$ cat config.mk
export PLATFORM = sky130hd
export DESIGN_NAME = serial_pe_ctrl
export DESIGN_NICKNAME = d
export VERILOG_FILES = /design/src/rtl/serial_pe_pkg.sv /design/src/rtl/serial_pe_agen.sv /design/src/rtl/serial_pe_ctrl.sv
export SDC_FILE = /design/constraint.sdc
export NUM_CORES = 1
export LEC_CHECK = 0
export BUFFER_PORTS_ARGS = -buffer_cell sky130_fd_sc_hd__buf_2
export CORE_MARGIN = 2
export CORE_UTILIZATION = 52
export CTS_CLUSTER_DIAMETER = 30
export DETAILED_ROUTE_END_ITERATION = 10
export PLACE_DENSITY = 0.85
export SETUP_SLACK_MARGIN = 0.5
export SYNTH_ARGS = -nofsm -noshare
export SYNTH_HDL_FRONTEND = slang
export SYNTH_SLANG_ARGS = --single-unit
$ cat constraint.sdc
create_clock -name clk -period 5.6 [get_ports clk]
set_input_delay 0.28 -clock clk [delete_from_list [all_inputs] [get_ports clk]]
set_output_delay 0.28 -clock clk [all_outputs]
set_load 0.02 [all_outputs]
$ cat src/rtl/serial_pe_pkg.sv
// Shared constants and types for the serial MAC PE and its job sequencer.
package serial_pe_pkg;

  localparam int OP_W  = 16;  // operand width (neuron, weight)
  localparam int ACC_W = 32;  // accumulator / result width

  // Bit positions inside the 2-bit PE control field
  localparam int CTL_FIRST = 0;  // first beat: load accumulator
  localparam int CTL_LAST  = 1;  // last beat: emit result

  typedef enum logic [1:0] {
    ST_IDLE  = 2'd0,
    ST_RUN   = 2'd1,
    ST_DRAIN = 2'd2,
    ST_DONE  = 2'd3
  } state_e;

endpackage

$ cat src/rtl/serial_pe_agen.sv
// Address generator: beat/output counters, neuron and weight read pointers,
// and the first/last/end-of-job flags for the beat currently being issued.
module serial_pe_agen
  import serial_pe_pkg::*;
#(
  parameter int ADDR_W = 10,
  parameter int LEN_W  = 10,
  parameter int OUT_W  = 8
) (
  input  logic              clk,
  input  logic              rst,
  input  logic              load_i,
  input  logic              adv_i,
  input  logic [LEN_W-1:0]  vec_len_i,
  input  logic [OUT_W-1:0]  out_cnt_i,
  input  logic [ADDR_W-1:0] nrn_base_i,
  input  logic [ADDR_W-1:0] wgt_base_i,
  output logic [ADDR_W-1:0] nrn_addr_o,
  output logic [ADDR_W-1:0] wgt_addr_o,
  output logic              first_o,
  output logic              last_o,
  output logic              end_o
);

  logic [LEN_W-1:0]  len_q, len_d, k_q, k_d;
  logic [OUT_W-1:0]  cnt_q, cnt_d, o_q, o_d;
  logic [ADDR_W-1:0] nbase_q, nbase_d, nptr_q, nptr_d, wptr_q, wptr_d;

  assign first_o    = (k_q == '0);
  assign last_o     = (k_q == len_q - LEN_W'(1));
  assign end_o      = last_o && (o_q == cnt_q - OUT_W'(1));
  assign nrn_addr_o = nptr_q;
  assign wgt_addr_o = wptr_q;

  // Next-state: latch job on load; on each beat step k, wrap to next output.
  // The weight pointer runs linearly, so wgt_base + o*N + k needs no multiply.
  always_comb begin
    len_d   = len_q;
    cnt_d   = cnt_q;
    nbase_d = nbase_q;
    k_d     = k_q;
    o_d     = o_q;
    nptr_d  = nptr_q;
    wptr_d  = wptr_q;
    if (load_i) begin
      len_d   = vec_len_i;
      cnt_d   = out_cnt_i;
      nbase_d = nrn_base_i;
      k_d     = '0;
      o_d     = '0;
      nptr_d  = nrn_base_i;
      wptr_d  = wgt_base_i;
    end else if (adv_i) begin
      wptr_d = wptr_q + ADDR_W'(1);
      if (last_o) begin
        k_d    = '0;
        o_d    = o_q + OUT_W'(1);
        nptr_d = nbase_q;
      end else begin
        k_d    = k_q + LEN_W'(1);
        nptr_d = nptr_q + ADDR_W'(1);
      end
    end
  end

  // Counter and pointer state
  always_ff @(posedge clk) begin
    if (rst) begin
      len_q   <= '0;
      cnt_q   <= '0;
      nbase_q <= '0;
      k_q     <= '0;
      o_q     <= '0;
      nptr_q  <= '0;
      wptr_q  <= '0;
    end else begin
      len_q   <= len_d;
      cnt_q   <= cnt_d;
      nbase_q <= nbase_d;
      k_q     <= k_d;
      o_q     <= o_d;
      nptr_q  <= nptr_d;
      wptr_q  <= wptr_d;
    end
  end

endmodule

$ cat src/rtl/serial_pe_ctrl.sv
// Job sequencer for the serial PE: streams operand pairs from the neuron and
// weight buffers into the PE and writes each returned dot product out.
module serial_pe_ctrl
  import serial_pe_pkg::*;
#(
  parameter int ADDR_W = 10,
  parameter int LEN_W  = 10,
  parameter int OUT_W  = 8
) (
  input  logic                   clk,
  input  logic                   rst,
  input  logic                   start,
  input  logic [LEN_W-1:0]       vec_len,
  input  logic [OUT_W-1:0]       out_cnt,
  input  logic [ADDR_W-1:0]      nrn_base,
  input  logic [ADDR_W-1:0]      wgt_base,
  output logic                   busy,
  output logic                   done,
  output logic                   nrn_rd_en,
  output logic [ADDR_W-1:0]      nrn_rd_addr,
  input  logic signed [OP_W-1:0] nrn_rd_data,
  output logic                   wgt_rd_en,
  output logic [ADDR_W-1:0]      wgt_rd_addr,
  input  logic signed [OP_W-1:0] wgt_rd_data,
  output logic signed [OP_W-1:0] pe_neuron,
  output logic signed [OP_W-1:0] pe_weight,
  output logic [1:0]             pe_ctl,
  output logic                   pe_vld,
  input  logic [ACC_W-1:0]       pe_result,
  input  logic                   pe_vld_o,
  output logic                   res_wr_en,
  output logic [OUT_W-1:0]       res_wr_addr,
  output logic [ACC_W-1:0]       res_wr_data
);

  state_e           state_q, state_d;
  logic [OUT_W-1:0] m_q, m_d;
  logic [OUT_W-1:0] wr_cnt_q, wr_cnt_d;
  logic             rd_en_q, first_q, last_q;

  logic issue, job_ok, load, wr_fire;
  logic ag_first, ag_last, ag_end;

  assign issue   = (state_q == ST_RUN);
  assign job_ok  = (vec_len != '0) && (out_cnt != '0);
  assign load    = (state_q == ST_IDLE) && start && job_ok;
  // A result arriving during reset is dropped so an aborted job writes nothing
  assign wr_fire = pe_vld_o && (state_q != ST_IDLE) && !rst;

  serial_pe_agen #(
    .ADDR_W (ADDR_W),
    .LEN_W  (LEN_W),
    .OUT_W  (OUT_W)
  ) u_agen (
    .clk        (clk),
    .rst        (rst),
    .load_i     (load),
    .adv_i      (issue),
    .vec_len_i  (vec_len),
    .out_cnt_i  (out_cnt),
    .nrn_base_i (nrn_base),
    .wgt_base_i (wgt_base),
    .nrn_addr_o (nrn_rd_addr),
    .wgt_addr_o (wgt_rd_addr),
    .first_o    (ag_first),
    .last_o     (ag_last),
    .end_o      (ag_end)
  );

  // Job FSM; DRAIN exits once the write count (including this cycle) hits M
  always_comb begin
    state_d  = state_q;
    m_d      = load ? out_cnt : m_q;
    wr_cnt_d = load ? '0 : wr_cnt_q + OUT_W'(wr_fire);
    case (state_q)
      ST_IDLE:  if (start) state_d = job_ok ? ST_RUN : ST_DONE;
      ST_RUN:   if (ag_end) state_d = ST_DRAIN;
      ST_DRAIN: if (wr_cnt_d == m_q) state_d = ST_DONE;
      ST_DONE:  state_d = ST_IDLE;
      default:  state_d = ST_IDLE;
    endcase
  end

  // State, job size, write counter and the one-cycle issue register that
  // lines first/last up with the read data coming back from the buffers
  always_ff @(posedge clk) begin
    if (rst) begin
      state_q  <= ST_IDLE;
      m_q      <= '0;
      wr_cnt_q <= '0;
      rd_en_q  <= 1'b0;
      first_q  <= 1'b0;
      last_q   <= 1'b0;
    end else begin
      state_q  <= state_d;
      m_q      <= m_d;
      wr_cnt_q <= wr_cnt_d;
      rd_en_q  <= issue;
      first_q  <= issue & ag_first;
      last_q   <= issue & ag_last;
    end
  end

  assign busy      = (state_q != ST_IDLE);
  assign done      = (state_q == ST_DONE);
  assign nrn_rd_en = issue;
  assign wgt_rd_en = issue;

  // Operand stream: data passes straight from the buffers, zeroed when idle
  always_comb begin
    pe_vld             = rd_en_q;
    pe_ctl             = '0;
    pe_ctl[CTL_FIRST]  = rd_en_q & first_q;
    pe_ctl[CTL_LAST]   = rd_en_q & last_q;
    pe_neuron          = rd_en_q ? nrn_rd_data : '0;
    pe_weight          = rd_en_q ? wgt_rd_data : '0;
  end

  assign res_wr_en   = wr_fire;
  assign res_wr_addr = wr_cnt_q;
  assign res_wr_data = pe_result;

endmodule

==> Word level (Yosys, flattened, before mapping) <==
Cells that the tools add are included.
{ "totals": {"latch_bits": 0, "n_memories": 0, "input_bits": 106, "mem_bits_rw": 0, "register_bits": 79, "mem_bits_ro": 0} }
{ "op_classes": {"n_bitwise": 4, "n_div": 0, "multipliers": 0, "n_eq_ne": 9, "add_sub_neg": 7, "shifts": 0, "magnitude_cmp": 0, "n_mux": 14, "n_reduce_logical": 16} }
{ "op_table": {"columns": ["op", "count"], "rows": [
  ["$mux W10", 6],
  ["$mux W16", 2],
  ["$add A10 B1 Y10 const B", 3],
  ["$eq A8 B8 Y1", 2],
  ["$eq A10 B10 Y1", 1],
  ["$logic_not A10 Y1", 1],
  ["$reduce_bool A10 Y1", 1],
  ["$sub A10 B1 Y10 const B", 1],
  ["$add A8 B1 Y8", 1],
  ["$add A8 B1 Y8 const B", 1],
  ["$mux W2", 4],
  ["$mux W8", 1],
  ["$pmux W2 S4", 1],
  ["$reduce_bool A8 Y1", 1],
  ["$sub A8 B1 Y8 const B", 1],
  ["$logic_and A1 B1 Y1", 6],
  ["$and A1 B1 Y1", 4],
  ["$eq A2 B2 Y1 const B", 2],
  ["$ne A2 B2 Y1 const B", 2],
  ["$reduce_bool A2 Y1", 2],
  ["$reduce_and A3 Y1", 1],
  ["$eq A2 B1 Y1 const B", 1],
  ["$logic_not A2 Y1", 1],
  ["$ne A2 B1 Y1 const B", 1],
  ["3 further kinds", 3]
]} }

==> Longest topological paths before layout <==
Gate-level depths: netlist (run 1).
{ "logic_depth": {"word_depth": 8, "ltp_mapped": 12, "depth_no_buf": 12} }

==> Modules after synthesis <==
From an unflattened synthesis (run 1), not the netlist that was laid out.
{ "unflattened": {"cells_unflattened": 646, "hier_area_um2": 5371.4} }
{ "by_module_without_submodules": {"columns": ["module", "cells_each", "seq_area_each_um2", "area_each_um2", "instances"], "rows": [
  ["serial_pe_agen", 452, 1321.3, 3737.3, 1],
  ["serial_pe_ctrl", 194, 420.4, 1634.1, 1]
]} }

==> Least setup slack after synthesis (run 1) <==
Ideal clock, no wire load.
{ "synth_timing": {"path_kind": "input to register", "start": "input rst", "end": "register state_q[0]", "arrival_ps": 3166, "stages": 12, "slack_ps": 2349, "n_path_buf": 2, "path_cell_list": "clkbuf_1 -> clkbuf_1 -> nor3b_1 -> ha_1 -> ha_1 -> and3_1 -> xnor3_1 -> o32ai_1 -> a32o_1 -> o221ai_1 -> a211o_1 -> a211oi_1"} }
{ "synth_via": {"elab_chain_cells": 7} }
{ "synth_rtl": {"columns": ["element", "line_no", "text"], "rows": [
  ["start: declaration", "serial_pe_ctrl.sv:11", "input logic rst,"],
  ["$logic_not A1 Y1", "serial_pe_ctrl.sv:48", "assign wr_fire = pe_vld_o && (state_q != ST_IDLE) && !rst;"],
  ["$logic_and A1 B1 Y1", "serial_pe_ctrl.sv:48", null],
  ["named net res_wr_en", "serial_pe_ctrl.sv:31", "output logic res_wr_en,"],
  ["$add A8 B1 Y8", "serial_pe_ctrl.sv:74", "wr_cnt_d = load ? '0 : wr_cnt_q + OUT_W'(wr_fire);"],
  ["$mux W8", "serial_pe_ctrl.sv:74", null],
  ["$eq A8 B8 Y1", "serial_pe_ctrl.sv:78", "ST_DRAIN: if (wr_cnt_d == m_q) state_d = ST_DONE;"],
  ["$ne A2 B2 Y1 (no source line)", null, null],
  ["$reduce_and A3 Y1 (no source line)", null, null],
  ["end signal: assignment", "serial_pe_ctrl.sv:95", "state_q <= state_d;"],
  ["end: declaration", "serial_pe_ctrl.sv:36", "state_e state_q, state_d;"]
]} }
The timed path passes the listed nets, and every way through them passes these cells.
A chain may end at the register's enable or synchronous reset.

==> Worst setup path in the final report (run 1) <==
{ "layout_timing": {"start": "register state_q[1]", "end": "register state_q[0]"} }
{ "layout_via": {"elab_chain_cells": 8} }
{ "layout_rtl": {"columns": ["element", "line_no"], "rows": [
  ["$reduce_bool A2 Y1", "serial_pe_ctrl.sv:48"],
  ["$logic_and A1 B1 Y1 (2 in a row)", "serial_pe_ctrl.sv:48"],
  ["$add A8 B1 Y8", "serial_pe_ctrl.sv:74"],
  ["$mux W8", "serial_pe_ctrl.sv:74"],
  ["$eq A8 B8 Y1", "serial_pe_ctrl.sv:78"],
  ["$ne A2 B2 Y1 (no source line)", null],
  ["$reduce_and A3 Y1 (no source line)", null]
]} }
Parallel ways exist; a longest one is shown, timed or not.

==> results.json, run 1 <==
{
  "period_share_pct": 58.8,
  "clk_latency_ns": 0.36,
  "p_per_area_mw_per_mm2": 368,
  "syn_inst": 614,
  "ir_drop_mv": 0.202,
  "period_minus_slack_ns": 3.29,
  "tightestPinTransition_ns": 0.962,
  "ys_ff_latch": 79,
  "yosys.area_share.simple_pct": 26.9,
  "setup.worst_path.end_class": "flop",
  "hp-start": "vec_len[7]",
  "synthMuxAreaShare_pct": 2.36,
  "timing.rr.start": "state_q[1]$_SDFFE_PP0P_",
  "slew_headroom_pct": 35.7,
  "cp_top_family": "compound AO/OA/AOI/OAI gates",
  "first_pass_iters": 5,
  "cts_made_buffers": 9,
  "timing.final.max_slew_violations": 0,
  "p_sw_w": 0.000856,
  "slowest_delay_ns": 0.40,
  "synth_nets": 734,
  "p_clk_share_pct": 19.8,
  "io_pins": 206,
  "seq_power_share_pct": 38.3,
  "groute.usage.overall_pct": 25.1,
  "core_mm2": 0.00911,
  "grt_pass1_vias": 4346,
  "skew_ns": 0.00761,
  "synth_adder_area_share_pct": 3.63,
  "grt_max_degree": 57,
  "p_comb_share_pct": 41.9,
  "synth_top_family_by_area": "simple AND/OR/NAND/NOR gates",
  "synthXorXnorAreaFrac_pct": 11.0,
  "grt-ovfl-total": 0,
  "slowest_stage": "dfxtp_1",
  "path_max_fanout": 4,
  "drive_gt1_share_pct": 23.6,
  "crit_top_cell": "ha_1",
  "io_buffers": 141,
  "cp_cell_sequence": "inv_1 -> ha_1 -> nor3b_1 -> ha_1 -> ha_1 -> and3_1 -> xnor3_1 -> o32ai_1 -> a32o_1 -> o221ai_1 -> a211o_1 -> a211oi_1",
  "crit_arrival_ns": 3.57,
  "layout.nets": 822,
  "cts.path.max_buffers": 2,
  "clockRootBuffer": "clkbuf_8",
  "setup_viol": 0,
  "worstPathRequired_ns": 5.88,
  "tritoncts": "done",
  "final_common_cell": "buf_2",
  "rsz0062_at_grt": "false",
  "area_growth_pct": 14.0,
  "drt_drc_violations_left": 0,
  "fp.dieH_um": 100,
  "wl_per_cell_um": 15.8,
  "finalHoldViolCount": 0,
  "die_x_um": 100,
  "p_leak_nw": 2.43,
  "clk_pin_slew_ns": 0.08,
  "synth_compound_area_share_pct": 14.1,
  "grt_pass1_wl_mm": 20.2,
  "vias": 4590,
  "antenna_cells": 0,
  "gp_congestion": 0.973,
  "postRouteWirelength_mm": 12.9,
  "reg2reg_slack_ns": 2.31,
  "viasPerCell": 5.61,
  "antenna_found_initial": 0,
  "post_cts.repair.setup_buffers": 0,
  "htree_levels": 3,
  "ant_nets": 0,
  "syn_avg_cell_area_um2": 7.86,
  "cts.hold.buffers_added": 0,
  "start_kind": "flop",
  "p_sw_share_pct": 42.2,
  "syn_area_mm2": 0.00483,
  "cts_resized": 0,
  "drt-initial-drc-count": 240,
  "path_class": "reg2reg",
  "synthFlopType": "dfxtp_1",
  "rows": 35,
  "dpl.hpwl_mm": 10.0,
  "die_area_mm2": 0.0101,
  "outcome": "complete, no violations",
  "max_freq_ghz": 0.304,
  "cp_num_buf_inv": 1,
  "synth-edff-count": 0,
  "setup.worst_path.start": "state_q[1]$_SDFFE_PP0P_",
  "start_util_pct": 53.0,
  "hold_path.class": "in2reg",
  "yosysUniqueCellTypes": 54,
  "yosys_warnings": 0,
  "final_cell_mix": "141 x buf_2, 82 x nand2_1, 79 x dfxtp_1",
  "max-cap-violations": 0,
  "setup_tns_ns": 0,
  "clock_sinks": 79,
  "intPower_w": 0.00117,
  "instances_no_fill": 818,
  "async_flop_share_pct": 0,
  "dp_cells": 802,
  "yosysSeqAreaShare_pct": 32.8
}
==> final cells by class <==
type | count | area (um^2)
Timing Repair Buffer | 145 | 736
Multi-Input combinational cell | 451 | 2800
Tap cell | 111 | 139
Inverter | 16 | 60.1
Clock buffer | 12 | 155
Sequential cell | 79 | 1580
Clock inverter | 4 | 28.8
Fill cell | 806 | 3610
==> worst paths after layout <==
path                                          to  cells after the start
setup / recovery         state_q[0]$_SDFFE_PP0P_                     12
hold / removal      u_agen.len_q[7]$_SDFFE_PP0P_                      3
setup reg to reg         state_q[0]$_SDFFE_PP0P_                     12
hold reg to reg   u_agen.nbase_q[8]$_SDFFE_PP0P_                      2
==> power by group through the flow <==
stage	combinational (W)	sequential, W	clock [W]
after floorplan	0.000622	0.000800	0
after global placement	0.000823	0.000780	0
after detailed placement	0.000842	0.000788	0
after CTS	0.000846	0.000774	0.000404
after global routing	0.000931	0.000792	0.000432
final	0.000849	0.000777	0.000400
==> worst min-delay path, stage by stage <==
cell and delay, ns:
buf_2 0.10, nand2_1 0.05, a21oi_1 0.05
==> state kept, by name, summed over array words and instances, names as in the netlist <==
name / flops
state_q: 2
res_wr_addr: 8
u_agen.len_q: 10
pe_vld: 1
first_q: 1
u_agen.cnt_q: 8
last_q: 1
u_agen.nrn_addr_o: 10
u_agen.wgt_addr_o: 10
u_agen.nbase_q: 10
u_agen.k_q: 10
u_agen.o_q: 8
==> cell families after synthesis <==
group                      Yosys count
AOI/OAI and AO/OA                  103
buffers and inverters               84
xor gates and xnor gates            56
muxes                               11
DFF                                 79
adders and majority gates           14
and+or+nand+nor                    267
==> synth_stat cells (all sizes together) (3+ instances only) <==
cell type   n  share of area [%]
ha         14                3.6
nand2b      4               0.52
xnor2      22                4.0
a21oi      44                4.6
dfxtp      79                 33
buf        34                5.3
nand2      82                6.4
inv        15                1.2
o21ai       7               0.73
o211ai      6               0.93
and3        9                1.2
nor2b       4               0.52
nor4        7               0.91
nor2       61                4.7
xor2       31                5.6
or3         3               0.39
a211oi     18                2.8
nand3      22                2.3
mux2        3               0.70
o21a        3               0.47
mux2i       8                1.7
and2       42                5.4
clkbuf     34                2.7
o31ai       3               0.47
o221ai      3               0.54
nand4      15                2.1
nor3        8               0.83
==> per-layer routing <==
layer	wire length [um]	vias to the layer above	GRT usage, %
met5	0	-	0
met4	337	0	10.1
met3	949	34	5.64
met2	6850	197	46.9
met1	4810	2108	27.2
li1	-	2251	-
==> through the flow <==
stage | power (W) | hold WS, ns | setup slack (ns) | utilization (%) | instance area (um^2)
finish | 0.00203 | 0.163 | 2.31 | 60.4 | 5500
global route | 0.00215 | 0.174 | 2.13 | 60.4 | 5500
CTS | 0.00203 | 0.159 | 2.39 | 60.4 | 5500
detailed placement | 0.00163 | 0.452 | 2.45 | 58.4 | 5320
global placement | 0.00160 | 0.441 | 2.58 | 58.4 | 5320
floorplan | 0.00142 | 0.416 | 2.35 | - | 4830
Note: power is estimated with default switching activity, not from simulation.
==> run 2: changes to the inputs <==
--- a/config.mk
+++ b/config.mk
@@ -5,12 +5,13 @@
 export SDC_FILE = /design/constraint.sdc
 export NUM_CORES = 1
 export LEC_CHECK = 0
+export ABC_AREA = 1
 export BUFFER_PORTS_ARGS = -buffer_cell sky130_fd_sc_hd__buf_2
 export CORE_MARGIN = 2
-export CORE_UTILIZATION = 52
+export CORE_UTILIZATION = 49
 export CTS_CLUSTER_DIAMETER = 30
 export DETAILED_ROUTE_END_ITERATION = 10
-export PLACE_DENSITY = 0.85
+export PLACE_DENSITY = 0.8
 export SETUP_SLACK_MARGIN = 0.5
 export SYNTH_ARGS = -nofsm -noshare
 export SYNTH_HDL_FRONTEND = slang
==> constraint.sdc (replaced) <==
create_clock -name clk -period 3.37 [get_ports clk]
set_input_delay 0.1685 -clock clk [delete_from_list [all_inputs] [get_ports clk]]
set_output_delay 0.1685 -clock clk [all_outputs]
set_load 0.02 [all_outputs]
==> results.json, run 2 <==
{
  "fill_cells": 964,
  "syn_inst": 774,
  "die_x_um": 105,
  "layout.nets": 992,
  "gp_congestion": 0.879,
  "post_cts.repair.setup_buffers": 0,
  "grt_pass1_wl_mm": 20.4,
  "slew_headroom_pct": 32.0,
  "cp_cell_sequence": "inv_1 -> ha_1 -> nand2_1 -> inv_1 -> nand3_2 -> nand2_1 -> inv_1 -> a221oi_1",
  "clock_sinks": 79,
  "rows": 36,
  "synth_common_cells": "208 x nand2_1, 108 x inv_1, 79 x dfxtp_1, 64 x nor2_1, 54 x a21oi_1",
  "cts_made_buffers": 9,
  "p_per_area_mw_per_mm2": 675,
  "synth_top_area_share_pct": 31.5,
  "syn_avg_cell_area_um2": 6.49,
  "setup.worst_path.end_class": "flop",
  "setup_slack_ns": 0.888,
  "area_growth_pct": 15.4,
  "skew_ns": 0.0109,
  "groute.usage.overall_pct": 22.5,
  "tritoncts": "done",
  "drive_gt1_share_pct": 20.9,
  "p_sw_w": 0.00170,
  "power.total_w": 0.00392,
  "max_freq_ghz": 0.403,
  "final_common_cell": "nand2_1",
  "fp.dieH_um": 105,
  "period_minus_slack_ns": 2.48,
  "synth_area_leaders": "dfxtp_1 31%, nand2_1 16%, inv_1 8.1%",
  "antenna_found_initial": 0,
  "clk_latency_ns": 0.36,
  "start_util_pct": 50.9,
  "viasPerCell": 4.83,
  "synthFlopType": "dfxtp_1",
  "finalHoldViolCount": 0,
  "ant_nets": 0,
  "dpl.hpwl_mm": 9.62,
  "p_sw_share_pct": 43.4,
  "crit_arrival_ns": 2.74,
  "grt-ovfl-total": 0,
  "tightestPinTransition_ns": 1.02,
  "clockRootBuffer": "clkbuf_8",
  "setup_tns_ns": 0,
  "slowest_delay_ns": 0.64,
  "core_mm2": 0.00986,
  "first_pass_iters": 5,
  "ir_drop_mv": 0.389,
  "cts.hold.buffers_added": 0,
  "cts_resized": 0,
  "postRouteWirelength_mm": 12.7,
  "yosysMostFrequentCell": "nand2_1",
  "syn_area_mm2": 0.00502,
  "io_pins": 206,
  "path_class": "reg2reg",
  "min_path_cells": 3,
  "yosysUniqueCellTypes": 41,
  "rsz0062_at_grt": "false",
  "outcome": "complete, no violations",
  "seq_power_share_pct": 34.6,
  "async_flop_share_pct": 0,
  "period_share_pct": 73.7,
  "path_max_fanout": 22,
  "worstPathRequired_ns": 3.63,
  "max-cap-violations": 0,
  "ff2ff_path_depth": 8,
  "timing.final.max_slew_violations": 0,
  "antenna_cells": 0,
  "synth_top_cell_by_area": "dfxtp_1",
  "synth-edff-count": 0,
  "clk_pin_slew_ns": 0.08,
  "final_cell_mix": "208 x nand2_1, 141 x buf_2, 108 x inv_1",
  "intPower_w": 0.00221,
  "yosysSeqAreaShare_pct": 31.5,
  "vias": 4881,
  "io_buffers": 141,
  "cts.path.max_buffers": 2,
  "synth_nets": 894,
  "p_clk_share_pct": 20.7,
  "crit_top_cell": "inv_1",
  "ys_ff_latch": 79,
  "grt_pass1_vias": 4381,
  "drt-initial-drc-count": 275,
  "slowest_stage": "nand2_1",
  "hold_path.class": "in2reg",
  "drt_drc_violations_left": 0,
  "grt_max_degree": 59,
  "die_area_mm2": 0.0111,
  "start_kind": "flop",
  "pre_cts_slack_ns": 0.898,
  "yosys_warnings": 0,
  "p_leak_nw": 3.14,
  "setup_viol": 0,
  "fin_util_pct": 58.8,
  "p_comb_share_pct": 44.7,
  "htree_levels": 3,
  "wl_per_cell_um": 12.6
}
==> run 2: cell types whose count changed in the layout (fill, tap and decap cells not counted), moves of 7 or more <==
cell	previous run	this run
a211oi_1	18	1
a21oi_1	44	54
and2_1	42	0
and3_1	9	0
inv_1	15	108
inv_2	0	7
mux2i_1	8	0
nand2_1	82	208
nand3_1	22	43
nand4_1	14	4
o21ai_0	7	42
xor2_1	31	21
==> run 2: final cells by class <==
cell class              count  area (um^2)  share of cell area [%]
well taps                 133          166                    2.87
multi-input cells         521         2640                    45.4
inverters                 116          435                    7.51
clock inverters             5         80.1                    1.38
flip-flops and latches     79         1580                    27.3
repair buffers            145          748                    12.9
clock buffers              11          151                    2.61
==> run 2: worst max-delay path: cells and delay by family (launching register included) <==
family	cells	cell delay, ns
simple gates	3	1.10
buf+inv	3	0.40
flops	1	0.33
compound gates	1	0.33
fa+ha+maj	1	0.22
==> run 2: logic make-up (layout without fill, tap and decap cells) <==
family | after synthesis | count (layout) | synth area share [%]
simple gates | 355 | 355 | 30.3
buf+inv | 174 | 277 | 16.0
compound gates | 115 | 115 | 12.2
flops | 79 | 79 | 31.5
xor+xnor | 37 | 37 | 6.45
fa+ha+maj | 14 | 14 | 3.49
==> run 2: final timing paths <==
kind | slack (ns) | startpoint | end
hold reg to reg | 0.47 | u_agen.nbase_q[2]$_SDFFE_PP0P_ | u_agen.nbase_q[2]$_SDFFE_PP0P_
setup reg to reg | 0.89 | state_q[0]$_SDFFE_PP0P_ | u_agen.wgt_addr_o[8]$_SDFFE_PP0P_
hold / removal | 0.08 | nrn_base[3] | u_agen.nbase_q[3]$_SDFFE_PP0P_
setup / recovery | 0.89 | state_q[0]$_SDFFE_PP0P_ | u_agen.wgt_addr_o[8]$_SDFFE_PP0P_
==> run 2: metal layers <==
metal  routed length (um)  track usage, %  vias up
met5                    0               0        -
met4                   98            6.29        0
met3                  679            3.96       12
met2                 5820            35.8      128
met1                 6080            31.2     2155
li1                     -               -     2586
==> run 2: power by group through the flow <==
stage | sequential (W) | clock, W | combinational, W
after floorplan | 0.00142 | 0 | 0.00127
after global placement | 0.00137 | 0 | 0.00172
after detailed placement | 0.00137 | 0 | 0.00174
after CTS | 0.00135 | 0.000817 | 0.00175
after global routing | 0.00139 | 0.000862 | 0.00198
final | 0.00136 | 0.000809 | 0.00175
==> run 2: per-stage QoR <==
step                      hold slack, ns  cells  area, um^2
after floorplan                    0.312    774        5020
after global placement             0.337    994        5570
after detailed placement           0.337    994        5570
after CTS                         0.0697   1010        5800
after global routing              0.0836   1010        5800
final                             0.0798   1010        5800
==> run 3: changes to the inputs <==
--- a/config.mk
+++ b/config.mk
@@ -5,13 +5,13 @@
 export SDC_FILE = /design/constraint.sdc
 export NUM_CORES = 1
 export LEC_CHECK = 0
-export ABC_AREA = 1
+export ABC_AREA = 0
 export BUFFER_PORTS_ARGS = -buffer_cell sky130_fd_sc_hd__buf_2
 export CORE_MARGIN = 2
 export CORE_UTILIZATION = 49
 export CTS_CLUSTER_DIAMETER = 30
 export DETAILED_ROUTE_END_ITERATION = 10
-export PLACE_DENSITY = 0.8
+export PLACE_DENSITY = 0.81
 export SETUP_SLACK_MARGIN = 0.5
 export SYNTH_ARGS = -nofsm -noshare
 export SYNTH_HDL_FRONTEND = slang
==> constraint.sdc (replaced) <==
create_clock -name clk -period 2.35 [get_ports clk]
set_input_delay 0.1175 -clock clk [delete_from_list [all_inputs] [get_ports clk]]
set_output_delay 0.1175 -clock clk [all_outputs]
set_load 0.02 [all_outputs]
==> results.json, run 3 (synthesized netlist as in run 1, its figures left out) <==
{
  "core_mm2": 0.00968,
  "worst_r2r_endpoint": "u_agen.nrn_addr_o[2]$_SDFFE_PP0P_",
  "tritoncts": "done",
  "dp_cells": 871,
  "max-cap-violations": 0,
  "wl_per_cell_um": 16.2,
  "clk_pin_slew_ns": 0.08,
  "min_path_cells": 3,
  "setup_slack_ns": -0.279,
  "cp_num_buf_inv": 2,
  "groute.usage.overall_pct": 26.1,
  "violations": "negative setup slack",
  "reg2reg_slack_ns": -0.28,
  "hold_ws_ns": 0.0124,
  "period_share_pct": 112,
  "tightestPinTransition_ns": 0.724,
  "path_max_fanout": 5,
  "start_kind": "flop",
  "vias": 4943,
  "io_pins": 206,
  "p_per_area_mw_per_mm2": 844,
  "max_freq_ghz": 0.380,
  "clock_sinks": 79,
  "grt_pass1_wl_mm": 21.7,
  "worstPathRequired_ns": 2.58,
  "die_area_mm2": 0.0107,
  "clk_latency_ns": 0.36,
  "area_growth_pct": 30.9,
  "die_x_um": 103,
  "start_util_pct": 49.8,
  "grt-ovfl-total": 0,
  "cts.path.max_buffers": 2,
  "timing.final.max_slew_violations": 0,
  "cp_top_family": "simple AND/OR/NAND/NOR gates",
  "viasPerCell": 5.48,
  "fp.dieH_um": 103,
  "slowest_stage": "a222oi_1",
  "layout.nets": 886,
  "antenna_found_initial": 0,
  "drive_gt1_share_pct": 34.3,
  "final_common_cell": "buf_2",
  "rows": 36,
  "crit_arrival_ns": 2.86,
  "outcome": "finished, violations left",
  "fin_util_pct": 65.2,
  "slowest_delay_ns": 0.41,
  "p_leak_nw": 2.79,
  "grt_pass1_vias": 4562,
  "gp_congestion": 0.861,
  "path_class": "reg2reg",
  "drt-initial-drc-count": 143,
  "hold_end": "u_agen.nbase_q[8]$_SDFFE_PP0P_",
  "rsz0062_at_grt": "true",
  "skew_ns": 0.00810,
  "ant_nets": 0,
  "grt_max_degree": 56,
  "drt_drc_violations_left": 0,
  "slew_headroom_pct": 51.7,
  "finalHoldViolCount": 0,
  "clockRootBuffer": "clkbuf_8",
  "instances_no_fill": 902,
  "power.total_w": 0.00533,
  "hp-start": "nrn_base[8]",
  "io_buffers": 141,
  "period_minus_slack_ns": 2.63,
  "antenna_cells": 0,
  "final_cell_mix": "142 x buf_2, 79 x nand2_1, 74 x dfxtp_1",
  "ff2ff_path_depth": 9,
  "dpl.hpwl_mm": 10.9,
  "first_pass_iters": 4,
  "setup.worst_path.end_class": "flop",
  "setup_viol": 29,
  "htree_levels": 3,
  "ir_drop_mv": 0.411,
  "cp_cell_sequence": "or3_4 -> or4_1 -> a222oi_1 -> buf_4 -> nand4_4 -> buf_6 -> mux2_4 -> o221ai_4 -> a21oi_2",
  "postRouteWirelength_mm": 14.6,
  "cts_made_buffers": 9,
  "timing.rr.start": "u_agen.len_q[4]$_SDFFE_PP0P_",
  "hold_path.class": "in2reg"
}
-- run 3: worst max path at each step --
stage / start / cells past startpoint / slack [ns] / to
finish: u_agen.len_q[4]$_SDFFE_PP0P_ / 9 / -0.28 / u_agen.nrn_addr_o[2]$_SDFFE_PP0P_
global route: state_q[1]$_SDFFE_PP0P_ / 12 / -0.39 / state_q[0]$_SDFFE_PP0P_
CTS: u_agen.len_q[4]$_SDFFE_PP0P_ / 9 / -0.24 / u_agen.nrn_addr_o[2]$_SDFFE_PP0P_
detailed placement: state_q[1]$_SDFFE_PP0P_ / 12 / -0.30 / state_q[0]$_SDFFE_PP0P_
global placement: state_q[1]$_SDFFE_PP0P_ / 12 / -0.23 / state_q[0]$_SDFFE_PP0P_
floorplan: state_q[1]$_SDFFE_PP0P_ / 12 / -0.35 / state_q[0]$_SDFFE_PP0P_
-- run 3: timing repair --
item                       4_1_cts  5_1_grt
buffers inserted                 3        7
gates resized for setup         18       25
pin swaps                        7       17
setup endpoints to repair       53       78
hold buffers                     6        0
cloned                           0        1
hold endpoints to repair         6        0
-- run 3: metal layers --
metal | vias to the layer above | share of wire (%) | routed length (um) | global-route usage (%)
met5 | - | 0 | 0 | 0
met4 | 0 | 2.4 | 347 | 10.8
met3 | 29 | 6.0 | 871 | 4.44
met2 | 202 | 54 | 7900 | 49.7
met1 | 2334 | 38 | 5490 | 28.4
li1 | 2378 | - | - | -
-- run 3: stage by stage --
| step | worst slack, ns | TNS (ns) | cell area [um^2] |
|---|---|---|---|
| after floorplan | -0.354 | -0.908 | 4950 |
| after global placement | -0.231 | -1.91 | 5810 |
| after detailed placement | -0.297 | -2.75 | 5810 |
| after CTS | -0.245 | -3.07 | 6120 |
| after global routing | -0.392 | -8.07 | 6310 |
| final | -0.279 | -4.57 | 6310 |
-- run 3: final cells by class --
cell class / instances / area, um^2
fillers: 775 / 3370
well taps: 133 / 166
flip-flops and latches: 79 / 1590
repair buffers: 209 / 1270
clock inverters: 1 / 5.00
multi-input cells: 451 / 3070
clock buffers: 13 / 159
inverters: 16 / 62.6
-- run 3: tightest hold or removal path, stage by stage --
cell     delay [ns]
buf_2          0.11
nand2_1        0.05
a21oi_1        0.05
-- run 3: where the power goes --
group,leakage (nW),internal [W],switching (W)
Clock,0.0854,0.000430,0.000485
Combinational,2.05,0.00110,0.00148
Sequential,0.647,0.00157,0.000268
Total,2.79,0.00310,0.00223
